## src/rtl/pkt_pkg.sv

```systemverilog
// Shared definitions for the packet classifier: class codes, FSM states,
// broadcast address and the destination classification helper.
package pkt_pkg;

  localparam logic [1:0] CLS_NONE  = 2'd0;
  localparam logic [1:0] CLS_LOCAL = 2'd1;
  localparam logic [1:0] CLS_FWD   = 2'd2;
  localparam logic [1:0] CLS_BCAST = 2'd3;

  localparam logic [47:0] BCAST_MAC = 48'hFFFF_FFFF_FFFF;

  typedef enum logic [1:0] {
    ST_IDLE    = 2'd0,
    ST_BODY    = 2'd1,
    ST_DISCARD = 2'd2
  } state_t;

  // Broadcast takes priority so a node never claims all-ones as its own address.
  function automatic logic [1:0] classify(input logic [47:0] dest, input logic [47:0] mac);
    if (dest == BCAST_MAC) return CLS_BCAST;
    else if (dest == mac)  return CLS_LOCAL;
    else                   return CLS_FWD;
  endfunction

endpackage

```

## src/rtl/pkt_stats_cnt.sv

```systemverilog
// Wrapping 32-bit statistics counters for delivered, forwarded and truncated
// packets; fed from the registered output stream of pkt_classify.
module pkt_stats_cnt
  import pkt_pkg::*;
(
  input  logic        i_clk,
  input  logic        i_rst,
  input  logic        pkt_end,
  input  logic [1:0]  cls,
  input  logic        trunc,
  output logic [31:0] local_cnt,
  output logic [31:0] fwd_cnt,
  output logic [31:0] trunc_cnt
);

  logic [2:0]       inc;
  logic [2:0][31:0] cnt_reg;

  assign inc[0] = pkt_end && ((cls == CLS_LOCAL) || (cls == CLS_BCAST));
  assign inc[1] = pkt_end && (cls == CLS_FWD);
  assign inc[2] = trunc;

  always_ff @(posedge i_clk) begin
    for (int i = 0; i < 3; i++) begin
      if (i_rst)       cnt_reg[i] <= '0;
      else if (inc[i]) cnt_reg[i] <= cnt_reg[i] + 32'd1;
    end
  end

  assign local_cnt = cnt_reg[0];
  assign fwd_cnt   = cnt_reg[1];
  assign trunc_cnt = cnt_reg[2];

endmodule

```

## src/rtl/pkt_classify.sv

```systemverilog
// Ethernet RX classifier: tags each packet local/forward/broadcast from its
// destination MAC and truncates packets longer than MAX_BEATS.
// Optional statistics counters are built when PKT_CLASSIFY_STATS_EN is defined.
module pkt_classify
  import pkt_pkg::*;
#(
  parameter int MAX_BEATS = 190
) (
  input  logic        i_clk,
  input  logic        i_rst,
  input  logic [47:0] i_local_mac,
  input  logic        s_axis_tvalid,
  input  logic [63:0] s_axis_tdata,
  input  logic        s_axis_tlast,
  input  logic [7:0]  s_axis_tkeep,
  output logic        m_axis_tvalid,
  output logic [63:0] m_axis_tdata,
  output logic        m_axis_tlast,
  output logic [7:0]  m_axis_tkeep,
  output logic [1:0]  m_axis_tuser,
  output logic [31:0] o_local_cnt,
  output logic [31:0] o_fwd_cnt,
  output logic [31:0] o_trunc_cnt
);

  localparam logic [15:0] MAX_B = 16'(MAX_BEATS);

  state_t      state_reg;
  logic [15:0] beat_cnt_reg;
  logic [1:0]  cls_reg;

  logic [15:0] beat_num;
  logic [1:0]  sop_cls;
  logic        trunc_now;

  // beat_num is the 1-based index the current input beat would take in the output packet.
  always_comb begin
    beat_num  = (state_reg == ST_IDLE) ? 16'd1 : beat_cnt_reg + 16'd1;
    sop_cls   = classify(s_axis_tdata[47:0], i_local_mac);
    trunc_now = s_axis_tvalid && !s_axis_tlast && (state_reg != ST_DISCARD)
                && (beat_num == MAX_B);
  end

  always_ff @(posedge i_clk) begin
    if (i_rst) begin
      state_reg     <= ST_IDLE;
      beat_cnt_reg  <= '0;
      cls_reg       <= CLS_NONE;
      m_axis_tvalid <= 1'b0;
      m_axis_tdata  <= '0;
      m_axis_tlast  <= 1'b0;
      m_axis_tkeep  <= 8'hFF;
      m_axis_tuser  <= CLS_NONE;
    end else begin
      m_axis_tvalid <= 1'b0;
      m_axis_tlast  <= 1'b0;
      m_axis_tkeep  <= 8'hFF;
      m_axis_tuser  <= CLS_NONE;
      if (s_axis_tvalid) begin
        case (state_reg)
          ST_IDLE, ST_BODY: begin
            m_axis_tvalid <= 1'b1;
            m_axis_tdata  <= s_axis_tdata;
            m_axis_tlast  <= s_axis_tlast || trunc_now;
            m_axis_tkeep  <= trunc_now ? 8'hFF : s_axis_tkeep;
            m_axis_tuser  <= (state_reg == ST_IDLE) ? sop_cls : cls_reg;
            beat_cnt_reg  <= beat_num;
            if (state_reg == ST_IDLE) cls_reg <= sop_cls;
            if (s_axis_tlast)   state_reg <= ST_IDLE;
            else if (trunc_now) state_reg <= ST_DISCARD;
            else                state_reg <= ST_BODY;
          end
          ST_DISCARD: begin
            if (s_axis_tlast) state_reg <= ST_IDLE;
          end
          default: state_reg <= ST_IDLE;
        endcase
      end
    end
  end

`ifdef PKT_CLASSIFY_STATS_EN
  // Marks the output beat that closed a truncated packet.
  logic trunc_reg;

  always_ff @(posedge i_clk) begin
    if (i_rst) trunc_reg <= 1'b0;
    else       trunc_reg <= trunc_now;
  end

  pkt_stats_cnt u_stats (
    .i_clk     (i_clk),
    .i_rst     (i_rst),
    .pkt_end   (m_axis_tvalid && m_axis_tlast),
    .cls       (m_axis_tuser),
    .trunc     (trunc_reg),
    .local_cnt (o_local_cnt),
    .fwd_cnt   (o_fwd_cnt),
    .trunc_cnt (o_trunc_cnt)
  );
`else
  assign o_local_cnt = '0;
  assign o_fwd_cnt   = '0;
  assign o_trunc_cnt = '0;
`endif

endmodule

```

## config.mk

```make
export PLATFORM = sky130hd
export DESIGN_NAME = pkt_classify
export DESIGN_NICKNAME = d
export VERILOG_FILES = /design/src/rtl/pkt_pkg.sv /design/src/rtl/pkt_stats_cnt.sv /design/src/rtl/pkt_classify.sv
export SDC_FILE = /design/constraint.sdc
export NUM_CORES = 1
export LEC_CHECK = 0
export CELL_PAD_IN_SITES_DETAIL_PLACEMENT = 1
export CELL_PAD_IN_SITES_GLOBAL_PLACEMENT = 1
export CORE_MARGIN = 2
export CORE_UTILIZATION = 24
export DETAILED_ROUTE_END_ITERATION = 10
export PLACE_DENSITY = 0.81
export RECOVER_POWER = 100
export SLEW_MARGIN = 20
export SYNTH_ARGS = -nofsm -noshare
export SYNTH_HDL_FRONTEND = slang
export SYNTH_SLANG_ARGS = --single-unit
```

## constraint.sdc

```tcl
create_clock -name i_clk -period 1.9 [get_ports i_clk]
set_input_delay 0.38 -clock i_clk [delete_from_list [all_inputs] [get_ports i_clk]]
set_output_delay 0.38 -clock i_clk [all_outputs]
set_load 0.05 [all_outputs]
```

==> results of run 1 <==
per-layer routing:
layer  wire length [µm]  share of wire [%]
met1               8410                 39
met5                  0                  0
met2              11800                 54
met3               1272                5.9
met4                212               0.98
synthesized netlist by cell type (3+ instances only):
cell type  count  area, µm²
a22oi_1        3      22.52
nand2b_1       4      25.02
or2_2          8      50.05
o21ai_0       17      85.08
or2_1          4      25.02
a31oi_1        4      25.02
nand2_1      144      540.5
xor2_1         4      35.03
a311oi_1       3      26.28
buf_2          4      20.02
nor2_1        19      71.32
buf_1          5      18.77
a21oi_1       82      410.4
buf_4         96      720.7
nor4_1        10      62.56
xnor2_1       53      464.2
nand3_1        5      25.02
dfxtp_1       96       1922
and2_1         3      18.77
nand4_1       30      187.7
clkbuf_1      25      93.84
or4_1          4      30.03
cell families (layout without fill, tap and decap cells):
group,count (synthesis),count (layout)
AO/OA/AOI/OAI,117,117
XOR/XNOR,57,57
adder cells (fa/ha/maj),1,1
buffers and inverters,131,325
flip-flops,96,96
multiplexers,2,2
other,1,96
AND/OR/NAND/NOR,245,245
worst register-to-register path, delay by kind of cell (launching register included):
kind                      cells  cell delay, ns
AOI/OAI and AO/OA             3            0.55
xor gates and xnor gates      1            0.18
buffers and inverters         2            0.44
DFF                           1            0.35
and+or+nand+nor               2            0.45
repair_timing:
action,in CTS,in global routing
endpoints found under the setup margin,26,32
setup buffers,5,4
gates resized for setup,52,57
gates cloned,1,0
pin swaps,16,30
path summary, 6_finish.rpt:
| path | depth (start not counted) | to | slack (ns) | startpoint |
|---|---|---|---|---|
| worst max-delay path | 8 | state_reg[0] | -0.16 | beat_cnt_reg[7] |
| worst min-delay path | 3 | m_axis_tdata[28] | 0.36 | s_axis_tdata[28] |
| worst max register to register | 8 | state_reg[0] | -0.16 | beat_cnt_reg[7] |
| worst min register to register | 2 | m_axis_tdata[56] | 0.46 | m_axis_tdata[56] |
final cells by class:
| class | count | area, µm² |
|---|---|---|
| sequential | 96 | 1937 |
| clock inverter | 7 | 63.81 |
| inverter | 1 | 3.754 |
| timing repair buffer | 308 | 2521 |
| fill | 2565 | 12830 |
| multi-input combinational | 518 | 3025 |
| tap | 275 | 344.1 |
| clock buffer | 9 | 225.2 |
stage by stage:
step | power [µW] | std cells | hold WS, ns | utilization [%]
finish | 5690 | 1214 | 0.3604 | 38.75
global route | 5935 | 1214 | 0.3592 | 38.75
CTS | 5795 | 1210 | 0.3791 | 39.01
detailed placement | 3929 | 1188 | 0.4470 | 36.62
global placement | 3909 | 1188 | 0.4409 | 36.62
floorplan | 3335 | 745 | 0.4488 | -
power by group:
group | total [µW] | switching [µW] | leakage, µW | internal (µW)
registers | 2150 | 49.0 | 0.000794 | 2100
logic | 1700 | 1160 | 0.00252 | 539
clock network | 1840 | 923 | 0.000145 | 919
total | 5690 | 2130 | 0.00346 | 3560
==> metrics.md, run 1 <==
| Metric | Value |
|---|---|
| Status | `complete, but fails checks` |
| Failing checks | `negative setup slack` |
| Total CTS buffers | `9` |
| Final wirelength | `21,690 µm` |
| Fin crit period | `2.063 ns` |
| Pwr Density | `700.7 nW/µm²` |
| Drt wl/cell | `17.87 µm` |
| Largest net degree at the start of global routing | `85` |
| Initial antenna violation count | `0` |
| Critical path fanouts, max | `5` |
| # clock sinks | `96` |
| Combinational family with the most area after synthesis | `simple AND/OR/NAND/NOR gates` |
| Most common cell after layout, fill and taps aside | `nand2_1` |
| Routability congestion estimate from global placement | `0.8332` |
| Register area share after synthesis | `37.58%` |
| Fin nets | `1,059` |
| Worst path cell trace | `nand4_1 > buf_4 > nor4_4 > xnor2_2 > o2111ai_2 > o31ai_2 > buf_4 > o21ai_2` |
| Most frequent cell on the critical path | `buf_4` |
| Worst Setup End Kind | `flop` |
| Post-synthesis simple-gate area fraction | `22.36%` |
| Unique masters post-synth | `42` |
| Chip height | `150.0 µm` |
| Crit path buffers/inverters | `2` |
| Pre-CTS setup slack | `-0.7096 ns` |
| F_max | `484.8 MHz` |
| DR iter-0 viols | `213` |
| IO Count | `296` |
| Row count | `53` |
| Worst-path clk slew | `0.08 ns` |
| Post-DP HPWL | `16,470 µm` |
| Max reg flops | `64` |
| Core ar. | `20,960 µm²` |
| H-tree Lvls | `3` |
| Full die area | `22,490 µm²` |
| EDFF count, synth | `0` |
| Global routing's busiest layer | `met2` |
| Cell count after synthesis | `650` |
| RSZ-0062 raised after global routing | `true` |
| Cell area after layout | `8120 µm²` |
| CP Launch Type | `flop` |
| Synth Area in XOR/XNOR | `9.763%` |
| Worst EP required | `2.15 ns` |
| Final setup TNS | `-2.037 ns` |
| Initial core utilization | `24.40%` |
| Mux cell area share after synthesis | `0.3915%` |
| Routing usage on met2 | `34.89%` |
| Worst Hold Class | `primary input to flop` |
| Antenna Nets Post-Route | `0` |
| # hold bufs at CTS | `0` |
| Met1 Resource Use GR | `20.91%` |
| Final setup viols | `27` |
| DR vias | `5,384` |
| Crit-path leading delay family | `compound AO/OA/AOI/OAI gates` |
| Mean Syn Cell Area | `7.867 µm²` |
| CTS tree | `yes` |
| Adder-cell area share of the yosys netlist | `0.2447%` |
| Via density | `4.435` |
| Max Transition Viols Final | `0` |
| Worst setup path class | `flop to flop` |
| Top FF cell, synth | `dfxtp_1` |
| # port buffers | `199` |
| Area growth syn-to-layout | `58.80%` |
| Worst Skew | `0.01125 ns` |
| Synth Area in Compound Gates | `12.82%` |
| Setup ws final | `-0.1627 ns` |
| FF+latch count, synth | `96` |
| Worst-Margin Slew | `1.041 ns` |
| Synthesized cell area | `5114 µm²` |
| WP data arrival | `2.31 ns` |
| DIE WIDTH | `150.0 µm` |
| Max_slew headroom | `30.60%` |
| Gr ovfl total | `0` |
| Drt drc | `0` |
| Synth warnings | `0` |
| Slowest cell on crit path | `dfxtp_2` |
| Slowest stage delay, CP | `0.35 ns` |
| Post-DP Area | `7674 µm²` |
| Antenna cell count | `0` |
| Final worst-path cycle share | `108.6%` |
| Most frequent cells in the layout | `nand2_1, clkdlybuf4s50_1, buf_4` |
| Leak pwr | `0.003462 µW` |
| Root buffer cell | `clkbuf_16` |
| Layout cell share with drive strength beyond 1 | `20.23%` |
| # Max-Cap Violations | `0` |
| Vias in the first global route | `5,413` |
| Max VDD drop | `0.3741 mV` |
| M3 GR Usage | `5.000%` |
| Clk_lat worst skew | `0.35 ns` |
| Fin. Hold Viols | `0` |
| First-pass DRT Iterations | `4` |
| Clock Tree Buf Depth | `2` |
| Post-synth ARST share | `0%` |
| Global-route wire length before repair | `31,460 µm` |
| Total track usage | `18.50%` |
No activity file was read; power rests on OpenSTA's default activity.
==> run 2, diff against run 1 <==
--- a/config.mk
+++ b/config.mk
@@ -5,12 +5,13 @@
 export SDC_FILE = /design/constraint.sdc
 export NUM_CORES = 1
 export LEC_CHECK = 0
+export ABC_AREA = 1
 export CELL_PAD_IN_SITES_DETAIL_PLACEMENT = 1
 export CELL_PAD_IN_SITES_GLOBAL_PLACEMENT = 1
 export CORE_MARGIN = 2
-export CORE_UTILIZATION = 24
+export CORE_UTILIZATION = 23
 export DETAILED_ROUTE_END_ITERATION = 10
-export PLACE_DENSITY = 0.81
+export PLACE_DENSITY = 0.79
 export RECOVER_POWER = 100
 export SLEW_MARGIN = 20
 export SYNTH_ARGS = -nofsm -noshare
==> metrics.md, run 2 <==
| Metric | Value |
|---|---|
| Status | `finished, final reports clean (was complete, but fails checks)` |
| WP data arrival | `1.47 ns (was 2.31 ns)` |
| Most frequent cells in the layout | `clkdlybuf4s50_1, nand2_1, conb_1 (was nand2_1, clkdlybuf4s50_1, buf_4)` |
| Switch share | `34.72% (was 37.46%)` |
| # port buffers | `199 (unchanged)` |
| Routability congestion estimate from global placement | `0.8172 (was 0.8332)` |
| Worst path cell trace | `clkdlybuf4s50_1 (was nand4_1 > buf_4 > nor4_4 > xnor2_2 > o2111ai_2 > o31ai_2 > buf_4 > o21ai_2)` |
| Post-DP Area | `7042 µm² (was 7674 µm²)` |
| Crit path depth | `1 (was 8)` |
| Fin crit period | `1.854 ns (was 2.063 ns)` |
| DR iter-0 viols | `155 (was 213)` |
| Critical path fanouts, max | `1 (was 5)` |
| Drt drc | `0 (unchanged)` |
| Clock Tree Buf Depth | `2 (unchanged)` |
| Via density | `4.167 (was 4.435)` |
| Post-synth top area share | `39.45% (was 37.58%)` |
| Final worst-path cycle share | `97.57% (was 108.6%)` |
| Initial antenna violation count | `0 (unchanged)` |
| Total track usage | `14.33% (was 18.50%)` |
| Fin nets | `950 (was 1,059)` |
| Max Transition Viols Final | `0 (unchanged)` |
| Cell count after synthesis | `591 (was 650)` |
| Sw Pwr | `1936 µW (was 2131 µW)` |
| EDFF count, synth | `0 (unchanged)` |
| Worst-Margin Slew | `0.6927 ns (was 1.041 ns)` |
| First-pass DRT Iterations | `4 (unchanged)` |
| Worst setup path class | `flop to primary output (was flop to flop)` |
| Worst-path clk slew | `0.07 ns (was 0.08 ns)` |
| H-tree Lvls | `3 (unchanged)` |
| Setup crit end | `m_axis_tkeep[6] (was state_reg[0])` |
| Non-filler cells in the finished layout | `1,105 (was 1,214)` |
| Pwr Density | `774.9 nW/µm² (was 700.7 nW/µm²)` |
| Antenna cell count | `0 (unchanged)` |
| RR Endpoint | `m_axis_tlast (was state_reg[0])` |
| # Max-Cap Violations | `0 (unchanged)` |
| Final wirelength | `16,650 µm (was 21,690 µm)` |
| Post-DP HPWL | `13,240 µm (was 16,470 µm)` |
| Row count | `53 (unchanged)` |
| Worst reg2reg startpoint | `beat_cnt_reg[1] (was beat_cnt_reg[7])` |
| Initial core utilization | `23.32% (was 24.40%)` |
| # clock sinks | `96 (unchanged)` |
| F_max | `539.4 MHz (was 484.8 MHz)` |
| Post-synth ARST share | `0% (unchanged)` |
| Max reg flops | `64 (unchanged)` |
| Max VDD drop | `0.3210 mV (was 0.3741 mV)` |
| Worst EP required | `1.52 ns (was 2.15 ns)` |
| Gr ovfl total | `0 (unchanged)` |
| Layout cell share with drive strength beyond 1 | `11.45% (was 20.23%)` |
| Crit path buffers/inverters | `1 (was 2)` |
| FF+latch count, synth | `96 (unchanged)` |
| DIE WIDTH | `149.5 µm (was 150.0 µm)` |
| Worst hold slack | `0.4525 ns (was 0.3604 ns)` |
| Root buffer cell | `clkbuf_16 (unchanged)` |
| Crit-path leading delay family | `buffers and inverters (was compound AO/OA/AOI/OAI gates)` |
| Slowest stage delay, CP | `0.82 ns (was 0.35 ns)` |
| Fin. Hold Viols | `0 (unchanged)` |
| # hold bufs at CTS | `0 (unchanged)` |
| Core ar. | `20,890 µm² (was 20,960 µm²)` |
| Cell with the most instances after synthesis | `nand2_1 (unchanged)` |
| Drt wl/cell | `15.07 µm (was 17.87 µm)` |
| Area growth syn-to-layout | `47.69% (was 58.80%)` |
| Global-route wire length before repair | `24,740 µm (was 31,460 µm)` |
| Vias in the first global route | `4,680 (was 5,413)` |
| Largest net degree at the start of global routing | `43 (was 85)` |
| Top FF cell, synth | `dfxtp_1 (unchanged)` |
| Clk network pwr share | `34.0% (was 32.4%)` |
| Int Pwr | `3640 µW (was 3559 µW)` |
| Clk_lat worst skew | `0.34 ns (was 0.35 ns)` |
| Gate power share | `27.3% (was 29.8%)` |
| Most common cell after layout, fill and taps aside | `clkdlybuf4s50_1 (was nand2_1)` |
| Mean Syn Cell Area | `8.244 µm² (was 7.867 µm²)` |
| Synth warnings | `0 (unchanged)` |
| DR vias | `4,605 (was 5,384)` |
| Cell area after layout | `7196 µm² (was 8120 µm²)` |
| Unique masters post-synth | `29 (was 42)` |
| Register area share after synthesis | `39.45% (was 37.58%)` |
| Total CTS buffers | `9 (unchanged)` |
| Full die area | `22,360 µm² (was 22,490 µm²)` |
| Overall Power | `5576 µW (was 5690 µW)` |
| CTS tree | `yes (unchanged)` |
| Leak pwr | `0.002991 µW (was 0.003462 µW)` |
| Chip height | `149.5 µm (was 150.0 µm)` |
| Synthesized cell area | `4872 µm² (was 5114 µm²)` |
| R2R setup slack | `0.13 ns (was -0.16 ns)` |
| IO Count | `296 (unchanged)` |
| Placed Cells incl. Taps | `1,087 (was 1,188)` |
| Worst Hold Class | `flop to flop (was primary input to flop)` |
| Worst setup path startpoint | `m_axis_tkeep[6] (was beat_cnt_reg[7])` |
| Worst Skew | `0.005119 ns (was 0.01125 ns)` |
| Top post-synthesis cells by area | `dfxtp_1, buf_4, a22o_1 (was dfxtp_1, buf_4, nand2_1)` |
| Worst Setup End Kind | `primary output (was flop)` |
| Final setup viols | `0 (was 27)` |
| Synth cell count leaders | `nand2_1, buf_4, dfxtp_1 (unchanged)` |
| CP Launch Type | `flop (unchanged)` |
| Reg power frac | `38.7% (was 37.8%)` |
| Antenna Nets Post-Route | `0 (unchanged)` |
| Slowest cell on crit path | `clkdlybuf4s50_1 (was dfxtp_2)` |
| Max_slew headroom | `54.02% (was 30.60%)` |
| Yosys top cell by area | `dfxtp_1 (unchanged)` |
| Worst-case reg-to-reg path depth | `13 (was 8)` |
run 2: how the worst min path moves through the flow:
stage	cells after the start	endpoint	from
global placement	2	cls_reg[1]	cls_reg[1]
detailed placement	2	cls_reg[1]	cls_reg[1]
CTS	2	cls_reg[1]	cls_reg[1]
floorplan	2	cls_reg[0]	cls_reg[0]
global route	2	m_axis_tdata[29]	m_axis_tdata[29]
finish	2	cls_reg[1]	cls_reg[1]
run 2: cells by family after synthesis:
family / share of synthesized area [%]
simple gates: 19.47
buf+inv: 19.80
flops: 39.45
compound gates: 12.69
xor+xnor: 8.269
fa+ha+maj: 0.2568
other cells: 0.07697
run 2: power groups by stage:
stage                     sequential [µW]  clock (µW)  combinational (µW)
after floorplan                      2510           0                 820
after global placement               2200           0                1590
after detailed placement             2210           0                1600
after CTS                            2160        1980                1600
after global routing                 2170        2070                1600
final                                2160        1900                1520
run 2: repair_timing:
item	4_1_cts	5_1_grt
setup buffers	0	2
setup endpoints to repair	17	35
pin swaps	0	7
gates resized for setup	14	55
run 2: area by class of cell:
cell class | instances | area, µm²
inverters | 39 | 146.4
clock inverters | 6 | 65.06
clock buffers | 10 | 239.0
multi-input cells | 436 | 2465
fillers | 2527 | 13690
flip-flops and latches | 96 | 1928
well taps | 275 | 344.1
repair buffers | 243 | 2008
run 2: worst reg2reg max path: cells and delay by family (launching register included):
family | cells | cell delay (ns)
buffers and inverters | 3 | 0.35
adder cells (fa/ha/maj) | 1 | 0.16
flip-flops | 1 | 0.36
AND/OR/NAND/NOR | 8 | 0.75
AO/OA/AOI/OAI | 1 | 0.09
run 2: metal layers:
| layer | part of all wire [%] | global-route usage [%] |
|---|---|---|
| met1 | 41 | 16.93 |
| met2 | 53 | 25.92 |
| met3 | 5.7 | 3.872 |
| met4 | 1.0 | 3.000 |
| met5 | 0 | 0 |
run 2: through the flow:
| stage | util, % | setup slack (ns) | setup TNS, ns |
|---|---|---|---|
| 6_report | 34.45 | 0.04616 | 0 |
| 4_1_cts | 35.20 | 0.001224 | 0 |
| 2_1_floorplan | - | 0.3163 | 0 |
| 5_1_grt | 34.45 | -0.009415 | -0.009415 |
| 3_3_place_gp | 33.71 | -0.2921 | -3.624 |
| 3_5_place_dp | 33.71 | -0.3132 | -5.884 |
==> run 3, diff against run 2 <==
--- a/config.mk
+++ b/config.mk
@@ -9,9 +9,10 @@
 export CELL_PAD_IN_SITES_DETAIL_PLACEMENT = 1
 export CELL_PAD_IN_SITES_GLOBAL_PLACEMENT = 1
 export CORE_MARGIN = 2
-export CORE_UTILIZATION = 23
+export CORE_UTILIZATION = 26
 export DETAILED_ROUTE_END_ITERATION = 10
-export PLACE_DENSITY = 0.79
+export GPL_TIMING_DRIVEN = 0
+export PLACE_DENSITY = 0.84
 export RECOVER_POWER = 100
 export SLEW_MARGIN = 20
 export SYNTH_ARGS = -nofsm -noshare
==> constraint.sdc (replaced) <==
create_clock -name i_clk -period 1.84 [get_ports i_clk]
set_input_delay 0.368 -clock i_clk [delete_from_list [all_inputs] [get_ports i_clk]]
set_output_delay 0.368 -clock i_clk [all_outputs]
set_load 0.05 [all_outputs]
==> metrics.md, run 3 (synthesized netlist as in run 2, its figures left out) <==
| Metric | Value |
|---|---|
| Most common cell after layout, fill and taps aside | `clkdlybuf4s50_1 (unchanged)` |
| Max VDD drop | `0.3928 mV (was 0.3210 mV)` |
| Drt drc | `0 (unchanged)` |
| Clock Tree Buf Depth | `2 (unchanged)` |
| WHS Endpoint | `m_axis_tdata[6] (was cls_reg[1])` |
| CTS tree | `yes (unchanged)` |
| Fin crit period | `1.825 ns` |
| Pre-CTS setup slack | `-0.7880 ns (was -0.3132 ns)` |
| Clk_lat worst skew | `0.35 ns (was 0.34 ns)` |
| F_max | `548.0 MHz` |
| Worst path cell trace | `ha_4 > nand2_1 > nor2_2 > nor2_1 > nand2_1 > nor3_2 > nand2_1 > nor2_1 > nand2_1 > buf_6 > nand3_1 > nand2_1 (was clkdlybuf4s50_1)` |
| Crit-path leading delay family | `simple AND/OR/NAND/NOR gates (was buffers and inverters)` |
| Placed Cells incl. Taps | `1,119 (was 1,087)` |
| DR vias | `4,850 (was 4,605)` |
| Layout cell share with drive strength beyond 1 | `17.11% (was 11.45%)` |
| Setup ws final | `0.01514 ns (was 0.04616 ns)` |
| # Max-Cap Violations | `0 (unchanged)` |
| DR iter-0 viols | `85 (was 155)` |
| Post-DP HPWL | `14,950 µm (was 13,240 µm)` |
| Worst EP required | `2.08 ns (was 1.52 ns)` |
| Worst-path clk slew | `0.07 ns (about the same)` |
| Full die area | `19,850 µm² (was 22,360 µm²)` |
| Total CTS buffers | `9 (unchanged)` |
| # fillers | `2,258 (was 2,527)` |
| Slowest stage delay, CP | `0.37 ns (was 0.82 ns)` |
| Max_slew headroom | `59.79% (was 54.02%)` |
| Worst Skew | `0.009317 ns (was 0.005119 ns)` |
| Via density | `4.277 (was 4.167)` |
| Routability congestion estimate from global placement | `0.8397 (was 0.8172)` |
| Antenna Nets Post-Route | `0 (unchanged)` |
| Non-filler cells in the finished layout | `1,134 (was 1,105)` |
| Cell area after layout | `7861 µm² (was 7196 µm²)` |
| # hold bufs at CTS | `0 (unchanged)` |
| Max reg flops | `64 (unchanged)` |
| # port buffers | `199 (unchanged)` |
| Status | `finished, final reports clean (unchanged)` |
| Worst Setup End Kind | `flop (was primary output)` |
| Global-route wire length before repair | `27,840 µm (was 24,740 µm)` |
| Slowest cell on crit path | `dfxtp_4 (was clkdlybuf4s50_1)` |
| Most frequent cell on the critical path | `nand2_1` |
| Fin. Hold Viols | `0 (unchanged)` |
| Core ar. | `18,520 µm² (was 20,890 µm²)` |
| Crit path buffers/inverters | `1 (unchanged)` |
| Antenna cell count | `0 (unchanged)` |
| Most frequent cells in the layout | `clkdlybuf4s50_1, nand2_1, buf_4 (was clkdlybuf4s50_1, nand2_1, conb_1)` |
| Worst Hold Class | `flop to flop (unchanged)` |
| Largest net degree at the start of global routing | `15 (was 43)` |
| First-pass DRT Iterations | `4 (unchanged)` |
| R2R setup slack | `0.02 ns (was 0.13 ns)` |
| Final setup TNS | `0 ns (unchanged)` |
| Met1 Resource Use GR | `19.69% (was 16.93%)` |
| Gr ovfl total | `0 (unchanged)` |
| Hold Crit Depth | `2 (unchanged)` |
| Drt wl/cell | `16.31 µm (was 15.07 µm)` |
| RR Endpoint | `state_reg[0] (was m_axis_tlast)` |
| Total track usage | `18.14% (was 14.33%)` |
| Final setup viols | `0 (unchanged)` |
| Worst reg2reg startpoint | `beat_cnt_reg[0] (was beat_cnt_reg[1])` |
| Pwr Density | `748.7 nW/µm² (was 774.9 nW/µm²)` |
| Worst hold start | `m_axis_tdata[6] (was cls_reg[1])` |
| Root buffer cell | `clkbuf_16 (unchanged)` |
| H-tree Lvls | `3 (unchanged)` |
| Row count | `50 (was 53)` |
| DIE WIDTH | `140.9 µm (was 149.5 µm)` |
| Global routing's busiest layer | `met2 (unchanged)` |
| Vias in the first global route | `5,227 (was 4,680)` |
| Final wirelength | `18,490 µm (was 16,650 µm)` |
| IO Count | `296 (unchanged)` |
| Initial core utilization | `26.31% (was 23.32%)` |
| Fin nets | `1,021 (was 950)` |
| Leak pwr | `0.003706 µW (was 0.002991 µW)` |
| Initial antenna violation count | `0 (unchanged)` |
| Worst setup path class | `flop to flop (was flop to primary output)` |
| # clock sinks | `96 (unchanged)` |
| CP Launch Type | `flop (unchanged)` |
| Critical path fanouts, max | `10 (was 1)` |
| Max Transition Viols Final | `0 (unchanged)` |
| Final worst-path cycle share | `99.18%` |
| Worst-case reg-to-reg path depth | `12 (was 13)` |
| Post-DP Area | `7513 µm² (was 7042 µm²)` |
| Area growth syn-to-layout | `61.35% (was 47.69%)` |
| Routing usage on met2 | `33.92% (was 25.92%)` |
| RSZ-0062 raised after global routing | `true` |
| M3 GR Usage | `4.721% (was 3.872%)` |
| Chip height | `140.9 µm (was 149.5 µm)` |
| WP data arrival | `2.07 ns (was 1.47 ns)` |
| Worst-Margin Slew | `0.6058 ns (was 0.6927 ns)` |
[run 3: cell count changes in the layout (fill, tap and decap cells not counted), sizes merged]
| cell | delta |
|---|---|
| buf | +59 |
| clkbuf | -39 |
| clkdlybuf4s50 | -9 |
| clkinv | -1 |
| clkinvlp | -1 |
| dlygate4sd2 | +63 |
| inv | -2 |
[run 3: worst max-delay path by stage]
stage / start / to / slack [ns] / depth (start not counted)
3_3_place_gp: s_axis_tvalid / m_axis_tdata[37] / -0.77 / 8
3_5_place_dp: s_axis_tvalid / m_axis_tdata[44] / -0.79 / 8
5_1_grt: beat_cnt_reg[0] / state_reg[0] / -0.08 / 13
4_1_cts: m_axis_tkeep[3] / m_axis_tkeep[3] / 0.0009 / 1
2_1_floorplan: beat_cnt_reg[1] / state_reg[0] / 0.26 / 11
6_report: beat_cnt_reg[0] / state_reg[0] / 0.02 / 12
[run 3: tightest hold or removal path, stage by stage, from the launching register on]
cell,delay [ns]
dfxtp_1,0.31
nand2_1,0.06
nand2_1,0.04
[run 3: per-stage QoR]
| step | total power [µW] | hold slack, ns | utilization, % |
|---|---|---|---|
| final | 5886 | 0.4496 | 42.45 |
| after global routing | 6115 | 0.4752 | 42.45 |
| after CTS | 5918 | 0.4538 | 42.01 |
| after detailed placement | 4057 | 0.4435 | 40.57 |
| after global placement | 4033 | 0.4323 | 40.57 |
| after floorplan | 3440 | 0.4208 | - |
[run 3: cell type report]
| type | count | area [µm²] | area share, % |
|---|---|---|---|
| buffer | 115 | 834.6 | 10.62 |
| multi-input combinational | 436 | 2482 | 31.58 |
| timing repair buffer | 199 | 1877 | 23.87 |
| clock inverter | 2 | 38.79 | 0.4934 |
| clock buffer | 13 | 250.2 | 3.183 |
| tap | 234 | 292.8 | 3.724 |
| inverter | 39 | 146.4 | 1.862 |
| sequential | 96 | 1939 | 24.67 |
[run 3: power by group]
group	total [µW]	internal [µW]	switching [µW]	leakage [µW]
clock	1920	1090	825	0.000140
sequential	2230	2170	53.0	0.000794
combinational	1740	613	1130	0.00277
[run 3: per-layer routing]
| metal | routed length [µm] | vias to the layer above |
|---|---|---|
| li1 | - | 2382 |
| met1 | 7075 | 2282 |
| met2 | 9864 | 161 |
| met3 | 1182 | 25 |
| met4 | 367 | 0 |
| met5 | 0 | - |
[run 3: repair_timing]
action                                  in CTS  in global routing
setup buffers                                0                  0
gates resized for setup                     91                 41
pin swaps                                    1                  1
endpoints found under the setup margin     164                 67
